`config.mk`:
```
export PLATFORM = sky130hd
export DESIGN_NAME = image_scaler_engine_flat
export DESIGN_NICKNAME = d
export VERILOG_FILES = /design/src/rtl/image_scaler_engine_if.sv /design/src/rtl/image_scaler_engine.sv /design/src/flat_wrapper.sv
export SDC_FILE = /design/constraint.sdc
export NUM_CORES = 1
export LEC_CHECK = 0
export BUFFER_PORTS_ARGS = -buffer_cell sky130_fd_sc_hd__buf_2
export CAP_MARGIN = 0
export CORE_MARGIN = 10
export CORE_UTILIZATION = 35
export CTS_CLUSTER_DIAMETER = 120
export CTS_CLUSTER_SIZE = 25
export DETAILED_ROUTE_END_ITERATION = 7
export HOLD_SLACK_MARGIN = 0.15
export SLEW_MARGIN = 20
export SYNTH_ARGS = -nofsm -noshare
export SYNTH_HDL_FRONTEND = slang
export SYNTH_SLANG_ARGS = --single-unit
```
`constraint.sdc`:
```
create_clock -name clk -period 6.4 [get_ports clk]
set_input_delay 0.96 -clock clk [delete_from_list [all_inputs] [get_ports clk]]
set_output_delay 0.96 -clock clk [all_outputs]
set_load 0.01 [all_outputs]
```
`src/rtl/image_scaler_engine_if.sv`:
```
// ============================================================================
// Module      : image_scaler_engine_if
// Description : Control handshake, ROM read port and frame-RAM write port of
//               the image scaler. slave = engine side, master = host side.
//               SCALER_PERF_CNT_EN adds the cycles[31:0] performance counter.
// Revision    : 1.0  initial release
// ============================================================================
`default_nettype none

interface image_scaler_engine_if #(
  parameter int PIX_W  = 8,
  parameter int ADDR_W = 19
);
  logic              start;
  logic [1:0]        mode;
  logic              busy;
  logic              done;
  logic              err;
  logic [ADDR_W-1:0] rom_addr;
  logic [PIX_W-1:0]  rom_data;
  logic [ADDR_W-1:0] ram_wraddr;
  logic [PIX_W-1:0]  ram_data;
  logic              ram_wren;
`ifdef SCALER_PERF_CNT_EN
  logic [31:0]       cycles;

  modport slave (
    input  start, mode, rom_data,
    output busy, done, err, rom_addr, ram_wraddr, ram_data, ram_wren, cycles
  );
  modport master (
    output start, mode, rom_data,
    input  busy, done, err, rom_addr, ram_wraddr, ram_data, ram_wren, cycles
  );
`else
  modport slave (
    input  start, mode, rom_data,
    output busy, done, err, rom_addr, ram_wraddr, ram_data, ram_wren
  );
  modport master (
    output start, mode, rom_data,
    input  busy, done, err, rom_addr, ram_wraddr, ram_data, ram_wren
  );
`endif
endinterface

`default_nettype wire

```
`src/rtl/image_scaler_engine.sv`:
```
// ============================================================================
// Module      : image_scaler_engine
// Description : ROM-to-frame-RAM scaler. Walks the destination image in raster
//               order, issues one ROM read per RUN cycle, and writes replicated,
//               decimated or block-averaged pixels into the frame RAM after the
//               ROM latency. Optional macro SCALER_PERF_CNT_EN adds a
//               saturating busy-cycle counter on bus.cycles.
// Revision    : 1.0  initial release
// ============================================================================
`default_nettype none

module image_scaler_engine #(
  parameter int PIX_W       = 8,
  parameter int SRC_W       = 160,
  parameter int SRC_H       = 120,
  parameter int FACTOR_LOG2 = 1,
  parameter int ROM_LAT     = 1,
  parameter int ADDR_W      = 19
) (
  input  wire logic            clk,
  input  wire logic            reset,
  image_scaler_engine_if.slave bus
);

  localparam int c_factor = 1 << FACTOR_LOG2;
  localparam int c_acc_w  = PIX_W + 2 * FACTOR_LOG2;

  localparam logic [ADDR_W-1:0] c_one    = ADDR_W'(1);
  localparam logic [ADDR_W-1:0] c_fmax   = ADDR_W'(c_factor - 1);
  localparam logic [ADDR_W-1:0] c_src_w  = ADDR_W'(SRC_W);
  localparam logic [ADDR_W-1:0] c_dw_up  = ADDR_W'(SRC_W * c_factor);
  localparam logic [ADDR_W-1:0] c_dh_up  = ADDR_W'(SRC_H * c_factor);
  localparam logic [ADDR_W-1:0] c_dw_dn  = ADDR_W'(SRC_W >> FACTOR_LOG2);
  localparam logic [ADDR_W-1:0] c_dh_dn  = ADDR_W'(SRC_H >> FACTOR_LOG2);

  localparam logic [1:0] c_mode_rep = 2'b00;
  localparam logic [1:0] c_mode_avg = 2'b10;
  localparam logic [1:0] c_mode_bad = 2'b11;

  localparam logic [1:0] c_st_idle  = 2'd0;
  localparam logic [1:0] c_st_run   = 2'd1;
  localparam logic [1:0] c_st_drain = 2'd2;
  localparam logic [1:0] c_st_done  = 2'd3;

  logic [1:0]        r_state;
  logic [1:0]        r_mode;
  logic [ADDR_W-1:0] r_x, r_y, r_dx, r_dy;
  logic [ADDR_W-1:0] r_rom_addr;
  logic              r_err;

  // Address-phase pipeline; stage i lines up with rom_addr delayed by i clocks
  logic              r_pv [0:ROM_LAT];
  logic              r_pw [0:ROM_LAT];
  logic              r_pf [0:ROM_LAT];
  logic              r_pl [0:ROM_LAT];
  logic [ADDR_W-1:0] r_pa [0:ROM_LAT];

  logic [c_acc_w-1:0] r_acc;
  logic               r_wren;
  logic               r_wr_last;
  logic [ADDR_W-1:0]  r_wraddr;
  logic [PIX_W-1:0]   r_wdata;

  logic              w_idle_like, w_accept, w_reject, w_issue, w_busy;
  logic              w_avg_mode;
  logic              w_dx_last, w_dy_last, w_x_last, w_y_last;
  logic              w_blk_first, w_blk_last, w_frame_last;
  logic [ADDR_W-1:0] w_dw, w_dh;
  logic [ADDR_W-1:0] w_ra, w_wa;
  logic [c_acc_w-1:0] w_acc_sum, w_acc_shr;

  assign w_idle_like = (r_state == c_st_idle) || (r_state == c_st_done);
  assign w_accept    = w_idle_like && bus.start && (bus.mode != c_mode_bad);
  assign w_reject    = w_idle_like && bus.start && (bus.mode == c_mode_bad);
  assign w_issue     = (r_state == c_st_run);
  assign w_busy      = (r_state == c_st_run) || (r_state == c_st_drain);
  assign w_avg_mode  = (r_mode == c_mode_avg);

  // Destination size depends on the mode: upscaled for replicate, reduced otherwise
  assign w_dw = (r_mode == c_mode_rep) ? c_dw_up : c_dw_dn;
  assign w_dh = (r_mode == c_mode_rep) ? c_dh_up : c_dh_dn;

  assign w_dx_last    = !w_avg_mode || (r_dx == c_fmax);
  assign w_dy_last    = !w_avg_mode || (r_dy == c_fmax);
  assign w_x_last     = (r_x == w_dw - c_one);
  assign w_y_last     = (r_y == w_dh - c_one);
  assign w_blk_first  = !w_avg_mode || ((r_dx == '0) && (r_dy == '0));
  assign w_blk_last   = w_dx_last && w_dy_last;
  assign w_frame_last = w_blk_last && w_x_last && w_y_last;

  // Decimate is the average walk with dx=dy=0, so both share one formula
  assign w_ra = (r_mode == c_mode_rep)
              ? (r_y >> FACTOR_LOG2) * c_src_w + (r_x >> FACTOR_LOG2)
              : ((r_y << FACTOR_LOG2) + r_dy) * c_src_w + ((r_x << FACTOR_LOG2) + r_dx);
  assign w_wa = r_y * w_dw + r_x;

  assign w_acc_sum = (r_pf[ROM_LAT] ? '0 : r_acc) + c_acc_w'(bus.rom_data);
  assign w_acc_shr = w_acc_sum >> (2 * FACTOR_LOG2);

  // Control FSM, coordinate walk and ROM address register
  always_ff @(posedge clk) begin
    if (reset) begin
      r_state    <= c_st_idle;
      r_mode     <= 2'b00;
      r_x        <= '0;
      r_y        <= '0;
      r_dx       <= '0;
      r_dy       <= '0;
      r_rom_addr <= '0;
      r_err      <= 1'b0;
    end else begin
      r_err <= w_reject;
      case (r_state)
        c_st_idle, c_st_done: begin
          if (w_accept) begin
            r_state <= c_st_run;
            r_mode  <= bus.mode;
            r_x     <= '0;
            r_y     <= '0;
            r_dx    <= '0;
            r_dy    <= '0;
          end
        end
        c_st_run: begin
          r_rom_addr <= w_ra;
          if (w_frame_last) r_state <= c_st_drain;
          if (!w_dx_last) begin
            r_dx <= r_dx + c_one;
          end else begin
            r_dx <= '0;
            if (!w_dy_last) begin
              r_dy <= r_dy + c_one;
            end else begin
              r_dy <= '0;
              if (!w_x_last) begin
                r_x <= r_x + c_one;
              end else begin
                r_x <= '0;
                r_y <= w_y_last ? '0 : r_y + c_one;
              end
            end
          end
        end
        c_st_drain: begin
          if (r_wr_last) r_state <= c_st_done;
        end
        default: r_state <= c_st_idle;
      endcase
    end
  end

  // Delay the address-phase tags by ROM_LAT so they meet the returning rom_data
  always_ff @(posedge clk) begin
    if (reset) begin
      for (int i = 0; i <= ROM_LAT; i++) begin
        r_pv[i] <= 1'b0;
        r_pw[i] <= 1'b0;
        r_pf[i] <= 1'b0;
        r_pl[i] <= 1'b0;
        r_pa[i] <= '0;
      end
    end else begin
      r_pv[0] <= w_issue;
      r_pw[0] <= w_issue && w_blk_last;
      r_pf[0] <= w_blk_first;
      r_pl[0] <= w_issue && w_frame_last;
      r_pa[0] <= w_wa;
      for (int i = 1; i <= ROM_LAT; i++) begin
        r_pv[i] <= r_pv[i-1];
        r_pw[i] <= r_pw[i-1];
        r_pf[i] <= r_pf[i-1];
        r_pl[i] <= r_pl[i-1];
        r_pa[i] <= r_pa[i-1];
      end
    end
  end

  // Block accumulator and registered frame-RAM write port
  always_ff @(posedge clk) begin
    if (reset) begin
      r_acc     <= '0;
      r_wren    <= 1'b0;
      r_wr_last <= 1'b0;
      r_wraddr  <= '0;
      r_wdata   <= '0;
    end else begin
      r_wren    <= r_pw[ROM_LAT];
      r_wr_last <= r_pl[ROM_LAT];
      if (r_pv[ROM_LAT]) begin
        r_acc <= w_acc_sum;
        if (r_pw[ROM_LAT]) begin
          r_wraddr <= r_pa[ROM_LAT];
          r_wdata  <= w_avg_mode ? w_acc_shr[PIX_W-1:0] : bus.rom_data;
        end
      end
    end
  end

  assign bus.busy       = w_busy;
  assign bus.done       = (r_state == c_st_done);
  assign bus.err        = r_err;
  assign bus.rom_addr   = r_rom_addr;
  assign bus.ram_wraddr = r_wraddr;
  assign bus.ram_data   = r_wdata;
  assign bus.ram_wren   = r_wren;

`ifdef SCALER_PERF_CNT_EN
  logic [31:0] r_cycles;

  // Saturating count of busy clocks, restarted by each accepted start
  always_ff @(posedge clk) begin
    if (reset) begin
      r_cycles <= '0;
    end else if (w_accept) begin
      r_cycles <= '0;
    end else if (w_busy && (r_cycles != 32'hFFFF_FFFF)) begin
      r_cycles <= r_cycles + 32'd1;
    end
  end

  assign bus.cycles = r_cycles;
`endif

endmodule

`default_nettype wire

```
`src/flat_wrapper.sv`:
```
// flat-port wrapper written by rule: the top's interface ports become plain ports
module image_scaler_engine_flat 
#(
  parameter int PIX_W       = 8,
  parameter int SRC_W       = 160,
  parameter int SRC_H       = 120,
  parameter int FACTOR_LOG2 = 1,
  parameter int ROM_LAT     = 1,
  parameter int ADDR_W      = 19
)
  (clk, reset, bus_start, bus_mode, bus_rom_data, bus_busy, bus_done, bus_err, bus_rom_addr, bus_ram_wraddr, bus_ram_data, bus_ram_wren);
  image_scaler_engine_if #(.PIX_W(PIX_W), .ADDR_W(ADDR_W)) bus_i ();
  input  wire logic clk;
  input  wire logic reset;
  input wire logic [$bits(bus_i.start)-1:0] bus_start;
  input wire logic [$bits(bus_i.mode)-1:0] bus_mode;
  input wire logic [$bits(bus_i.rom_data)-1:0] bus_rom_data;
  output wire logic [$bits(bus_i.busy)-1:0] bus_busy;
  output wire logic [$bits(bus_i.done)-1:0] bus_done;
  output wire logic [$bits(bus_i.err)-1:0] bus_err;
  output wire logic [$bits(bus_i.rom_addr)-1:0] bus_rom_addr;
  output wire logic [$bits(bus_i.ram_wraddr)-1:0] bus_ram_wraddr;
  output wire logic [$bits(bus_i.ram_data)-1:0] bus_ram_data;
  output wire logic [$bits(bus_i.ram_wren)-1:0] bus_ram_wren;
  assign bus_i.start = bus_start;
  assign bus_i.mode = bus_mode;
  assign bus_i.rom_data = bus_rom_data;
  assign bus_busy = bus_i.busy;
  assign bus_done = bus_i.done;
  assign bus_err = bus_i.err;
  assign bus_rom_addr = bus_i.rom_addr;
  assign bus_ram_wraddr = bus_i.ram_wraddr;
  assign bus_ram_data = bus_i.ram_data;
  assign bus_ram_wren = bus_i.ram_wren;
  image_scaler_engine #(.PIX_W(PIX_W), .SRC_W(SRC_W), .SRC_H(SRC_H), .FACTOR_LOG2(FACTOR_LOG2), .ROM_LAT(ROM_LAT), .ADDR_W(ADDR_W)) u_core (.clk(clk), .reset(reset), .bus(bus_i));
endmodule
```
== Word-level counts from Yosys, hierarchy flattened ==
Memory sizes are Yosys's and may differ from the RTL's. A register that Yosys moved wholly into a read port is not among the register bits.
Index checks and enable logic that the tools add are counted.

* Mux-type cells: 37
* Divide/modulo/power cells: 0
* Equality and inequality tests: 16
* Bitwise operators: 10
* $add $sub $neg: 12
* Shift operators: 0
* Multiply operators: 3
* Reductions and logical operators: 28
* Magnitude comparators: 0

{| class="wikitable"
|+ Operators by type and width
! operator !! number
|-
| 19-bit two-way mux || 14
|-
| 19-bit one-hot mux with 2 select lines || 4
|-
| 19-bit by 1-bit adder with 19-bit output, second input constant || 4
|-
| 19-bit adder || 4
|-
| 19-bit by 1-bit equality test with 1-bit output, second input constant || 2
|-
| 19-bit equality test || 2
|-
| 19-bit zero test || 2
|-
| 19-bit by 1-bit subtractor with 19-bit output, second input constant || 2
|-
| 19-bit by 18-bit adder with 19-bit output || 1
|-
| 19-bit by 19-bit multiplier with 19-bit output || 1
|-
| 19-bit by 3-bit multiplier with 14-bit output, second input constant || 1
|-
| 18-bit by 3-bit multiplier with 14-bit output, second input constant || 1
|-
| 8-bit two-way mux || 2
|-
| 1-bit two-way mux || 11
|-
| 10-bit by 8-bit adder with 10-bit output || 1
|-
| 10-bit two-way mux || 1
|-
| 2-bit inequality test, second input constant || 5
|-
| 1-bit bitwise OR || 10
|-
| 1-bit logical AND || 9
|-
| 9-bit two-way mux || 1
|-
| 2-bit equality test, second input constant || 4
|-
| 2-bit two-way mux || 3
|-
| 2-bit one-hot mux with 3 select lines || 1
|-
| 2-bit AND reduction || 3
|-
| other kinds (10) || 17
|}

* Bits in latches: 0
* Output and inout port bits: 50
* Input port bits: 13
* Memory bits (read-only): 0
* Logic and storage cells: 122
* Memory bits (writable): 46
* Memories kept: 5
* Register bits after elaboration: 119

{| class="wikitable"
|+ Memory list
! name !! words !! bits a word !! read ports !! clocked after Yosys merged registers in !! write ports !! RTL line !! source
|-
| u_core.r_pa || 2 || 19 || 2 || 1 || 2 || image_scaler_engine.sv:56 || <nowiki>logic [ADDR_W-1:0] r_pa [0:ROM_LAT];</nowiki>
|-
| u_core.r_pf || 2 || 1 || 2 || 0 || 2 || image_scaler_engine.sv:54 || <nowiki>logic r_pf [0:ROM_LAT];</nowiki>
|-
| u_core.r_pl || 2 || 1 || 2 || 1 || 2 || image_scaler_engine.sv:55 || <nowiki>logic r_pl [0:ROM_LAT];</nowiki>
|-
| u_core.r_pv || 2 || 1 || 2 || 0 || 2 || image_scaler_engine.sv:52 || <nowiki>logic r_pv [0:ROM_LAT];</nowiki>
|-
| u_core.r_pw || 2 || 1 || 2 || 0 || 2 || image_scaler_engine.sv:53 || <nowiki>logic r_pw [0:ROM_LAT];</nowiki>
|}

== Longest topological paths before layout ==
* Word-level depth: 9
* Mapped depth: 26
* Depth with buffers taken out: 26

== Worst setup path before layout ==
No wires, ideal clock.

* Kind: reg2reg
* Start: register u_core.r_mode[1]
* End: memory u_core.r_pa[0][17]
* Period minus slack after synthesis: 4787 ps
* Cell stages (with the launch flop): 24
* Arrival time: 4671 ps
* Data required time: 6284 ps
* Setup time: 116 ps
* Path buffers: 3
* Setup slack: 1613 ps
* Cell sequence: dfxtp_1 > or2_1 > clkbuf_1 > inv_1 > clkbuf_1 > clkbuf_1 > and2_1 > ha_1 > inv_1 > fa_1 > inv_1 > ha_1 > ha_1 > inv_1 > fa_1 > inv_1 > ha_1 > inv_1 > o21bai_1 > a21oi_1 > o21bai_1 > a211oi_1 > o21ai_0 > a31o_2

{| class="wikitable"
|+ RTL lines
! element !! RTL line !! source
|-
| from (decl) || image_scaler_engine.sv:46 || <nowiki>logic [1:0] r_mode;</nowiki>
|-
| from (signal assigned) || image_scaler_engine.sv:117 || <nowiki>r_mode <= bus.mode;</nowiki>
|-
| to (decl) || image_scaler_engine.sv:56 ||
|}

== Final worst setup path ==
* Start: register u_core.r_y[0]
* End: register u_core.r_rom_addr[17] (netlist: u_core.bus.rom_addr[17])

* Longest elaborated chain between the ends: 4

{| class="wikitable"
|+ Ends and longest elaborated chain
! element !! RTL line !! source
|-
| from (decl) || image_scaler_engine.sv:47 || <nowiki>logic [ADDR_W-1:0] r_x, r_y, r_dx, r_dy;</nowiki>
|-
| from (signal assigned) || image_scaler_engine.sv:139 || <nowiki>r_y <= w_y_last ? '0 : r_y + c_one;</nowiki>
|-
| 19-bit adder || image_scaler_engine.sv:94 || <nowiki>: ((r_y << FACTOR_LOG2) + r_dy) * c_src_w + ((r_x << FACTOR_LOG2) + r_dx);</nowiki>
|-
| 19-bit by 3-bit multiplier with 14-bit output || image_scaler_engine.sv:94 ||
|-
| 19-bit adder || image_scaler_engine.sv:94 ||
|-
| 19-bit two-way mux || image_scaler_engine.sv:93 || <nowiki>? (r_y >> FACTOR_LOG2) * c_src_w + (r_x >> FACTOR_LOG2)</nowiki>
|-
| to (signal assigned) || image_scaler_engine.sv:125 || <nowiki>r_rom_addr <= w_ra;</nowiki>
|-
| to (decl) || image_scaler_engine.sv:48 || <nowiki>logic [ADDR_W-1:0] r_rom_addr;</nowiki>
|}

No other way between the ends.
A chain may end at the register's enable or synchronous reset.

==> results.cfg <==
[clocking]
cts_hold_buffers = 0
post_cts_resized = 0
cts_tree = built
cts_inserted_buffers = 17
path_clk_slew_ns = 0.08
h-tree-depth = 4
cts_root_buffer = clkbuf_16
clk_path_buf_depth = 2
cts_setup_buffers = 0
clk-insertion-delay-late_ns = 0.45
clock-sinks = 185

[setup_path]
critPathLaunchType = flip-flop
critical_path_buf_inv_count = 2
cpLargestDelayFamily = adder cells
cp-end-kind = flip-flop
regToRegStartpoint = u_core.r_y[0]$_SDFFE_PP0P_
slowest_stage = dfxtp_1
crit_fanout = 7
cp_data_required_time_ns = 6.76
r2r_slack_ns = 1.02
reg2regPathDepth = 25
r2r_end = u_core.bus.rom_addr[17]$_SDFFE_PP0P_
path_class = reg -> reg
arrival_ns = 5.74
cpPeakStageDelay_ns = 0.50
cpMostUsedCell = nor2_1

[die]
num_io_pins = 63
die_area_um2 = 44900
core-area_um2 = 36400
die_w_um = 212
row_count = 70
fp.dieH_um = 212
start_util_pct = 35.3

[grt]
antenna_found_initial = 0
overflow = 0
grt_pass1_vias = 10100
grt_max_degree = 62
grtUsageTotal_pct = 14.3
grt_pass1_wl_um = 51800

[sta]
final_hold_viol_count = 0
slew_viol_final = 0
fin_crit_sh_pct = 84.1
timing.final.ws_setup_ns = 1.02
fin_skew_ns = 0.00853
slew_headroom_pct = 18.9
setup_viol = 0
period_needed_ns = 5.38
setup_tns_ns = 0
fmax_mhz = 186
fin_hold_ws_ns = 0.434
worstMarginPinSlew_ns = 1.21
rsz0062_at_grt = false

[power]
max-vdd-ir-drop_mv = 0.149
power_density_nw_per_um2 = 219
leakage_nw = 6.48

[job]
cap_violations = 0

[detailed_routing]
avgRoutedWirePerCell_um = 15.3
first_pass_iters = 5
route.detailed.drc = 0
routed_wl_um = 31600
num_vias = 10400
drt_iter0_drc = 620
vias_per_cell = 5.04
ant_nets = 0

[cells_and_area]
layout-drive-gt1-share_pct = 7.56
fillers = 3692
multi_input_area_um2 = 8310
num_antenna_cells = 0
finalNetCount = 1803
fin_util_pct = 39.1
final_cell_mix = dfxtp_1 (185), inv_1 (177), nor2_1 (172), ha_1 (165), nand2_1 (126)
layout_commonest_cell = dfxtp_1
seqCellArea_um2 = 3700
area_growth_pct = 10.6

[yosys]
ys_warn_count = 0
avgSynthCellArea_um2 = 8.31
synth_top_area_share_pct = 28.8
synth_top_cell_by_area = dfxtp_1
synthSimpleGateAreaFrac_pct = 20.2
ys_seq_elements = 185
yosys.area_share.adder_pct = 21.9
yosysUniqueCellTypes = 62
async_flop_share_pct = 0
yosysSeqAreaShare_pct = 28.8
synth_top_family_by_area = adder cells
ys.flop_type = dfxtp_1
synth_area_leaders = dfxtp_1 (29%), ha_1 (16%), xnor2_1 (6.1%)
synth_xor_area_share_pct = 9.25
synthMuxAreaShare_pct = 0.933
netlist_area_um2 = 12900
synth_compound_area_share_pct = 12.2
synth_fp_nets = 1765
synth_edf_count = 0
syn_inst = 1549

[min_path]
hold_path.class = reg -> reg
hold_end = u_core.bus.ram_wraddr[15]$_SDFFE_PP0P_
min_from = u_core.r_pa[1][15]$_SDFF_PP0_
whs_path_depth = 2

[status]
status = complete, no violations

[place]
io_buffers = 62
pre_cts_slack_ns = 1.16
dp_hpwl_um = 24400
gp_congestion = 0.888
[registers in the layout (all words and copies together) (netlist names)]
signal,count
u_core.r_state,2
u_core.bus.ram_data,8
u_core.r_x,19
u_core.r_wr_last,1
u_core.r_acc,10
u_core.bus.err,1
u_core.r_pf,2
u_core.r_dy,19
u_core.r_y,19
u_core.r_pa,38
u_core.r_pv,2
u_core.r_mode,2
u_core.bus.ram_wraddr,19
u_core.bus.ram_wren,1
u_core.bus.rom_addr,19
u_core.r_dx,19
u_core.r_pw,2
u_core.r_pl,2
[synth_stat cells, types with 11 or more instances]
cell	instances
nand4_1	20
clkbuf_1	37
xor2_1	46
o21ai_0	42
a311oi_1	13
mux2i_1	12
nor3_1	42
and2_1	14
and3_1	11
dfxtp_1	185
nor2_1	172
inv_1	177
nand2_1	126
nor2b_1	47
a21oi_1	88
a211oi_1	19
nor4_1	14
nand3_1	32
fa_1	38
o21bai_1	15
ha_1	165
xnor2_1	90
a21o_1	15
or3_1	12
nand2b_1	12
[through the flow]
step	cell area (um^2)	total power, mW	instances
6_report	14200	3.12	2068
5_1_grt	14200	3.27	2068
4_1_cts	14200	3.15	2068
3_5_place_dp	13600	2.04	2036
3_3_place_gp	13600	2.03	2036
2_1_floorplan	12900	1.78	1549
[where the power goes]
part           switching [mW]  internal (mW)
clock                   0.538          0.564
sequential             0.0849           1.23
combinational           0.462          0.238
total                    1.08           2.03
[metal layers]
layer	wire length, um	global-route usage (%)	share of wire [%]	vias up
li1	-	-	-	5280
met1	15000	18.3	48	4903
met2	14700	24.2	46	212
met5	0	0	0	-
met4	652	4.84	2.1	0
met3	1260	2.11	4.0	35
[worst max-delay path by stage]
stage                                                      end                           from  cells past startpoint
after global routing      u_core.bus.rom_addr[17]$_SDFFE_PP0P_     u_core.r_y[0]$_SDFFE_PP0P_                     25
after global placement    u_core.bus.rom_addr[18]$_SDFFE_PP0P_     u_core.r_y[0]$_SDFFE_PP0P_                     25
after floorplan                  u_core.r_pa[0][17]$_SDFF_PP0_  u_core.r_mode[1]$_SDFFE_PP0P_                     23
after CTS                 u_core.bus.rom_addr[17]$_SDFFE_PP0P_     u_core.r_y[0]$_SDFFE_PP0P_                     25
final                     u_core.bus.rom_addr[17]$_SDFFE_PP0P_     u_core.r_y[0]$_SDFFE_PP0P_                     25
after detailed placement  u_core.bus.rom_addr[17]$_SDFFE_PP0P_     u_core.r_y[0]$_SDFFE_PP0P_                     25
[final cells by class]
type / count / share of cell area [%]
sequential: 185 / 26.0
clock inverter: 14 / 1.27
timing repair buffer: 68 / 2.51
tap: 468 / 4.11
clock buffer: 18 / 3.02
multi-input combinational: 1137 / 58.4
inverter: 178 / 4.69
[cell families (layout without fill, tap and decap cells)]
| logic type | count (synthesis) | after routing |
|---|---|---|
| buf+inv | 227 | 278 |
| mux | 12 | 12 |
| simple gates | 539 | 539 |
| compound gates | 247 | 247 |
| fa+ha+maj | 203 | 203 |
| xor+xnor | 136 | 136 |
| flops | 185 | 185 |
[tightest hold or removal path, delay by kind of cell, from the launching register on]
kind            cells  cell delay, ns
compound gates      1            0.05
flops               1            0.30
simple gates        1            0.05
(Power assumes the default switching activity.)
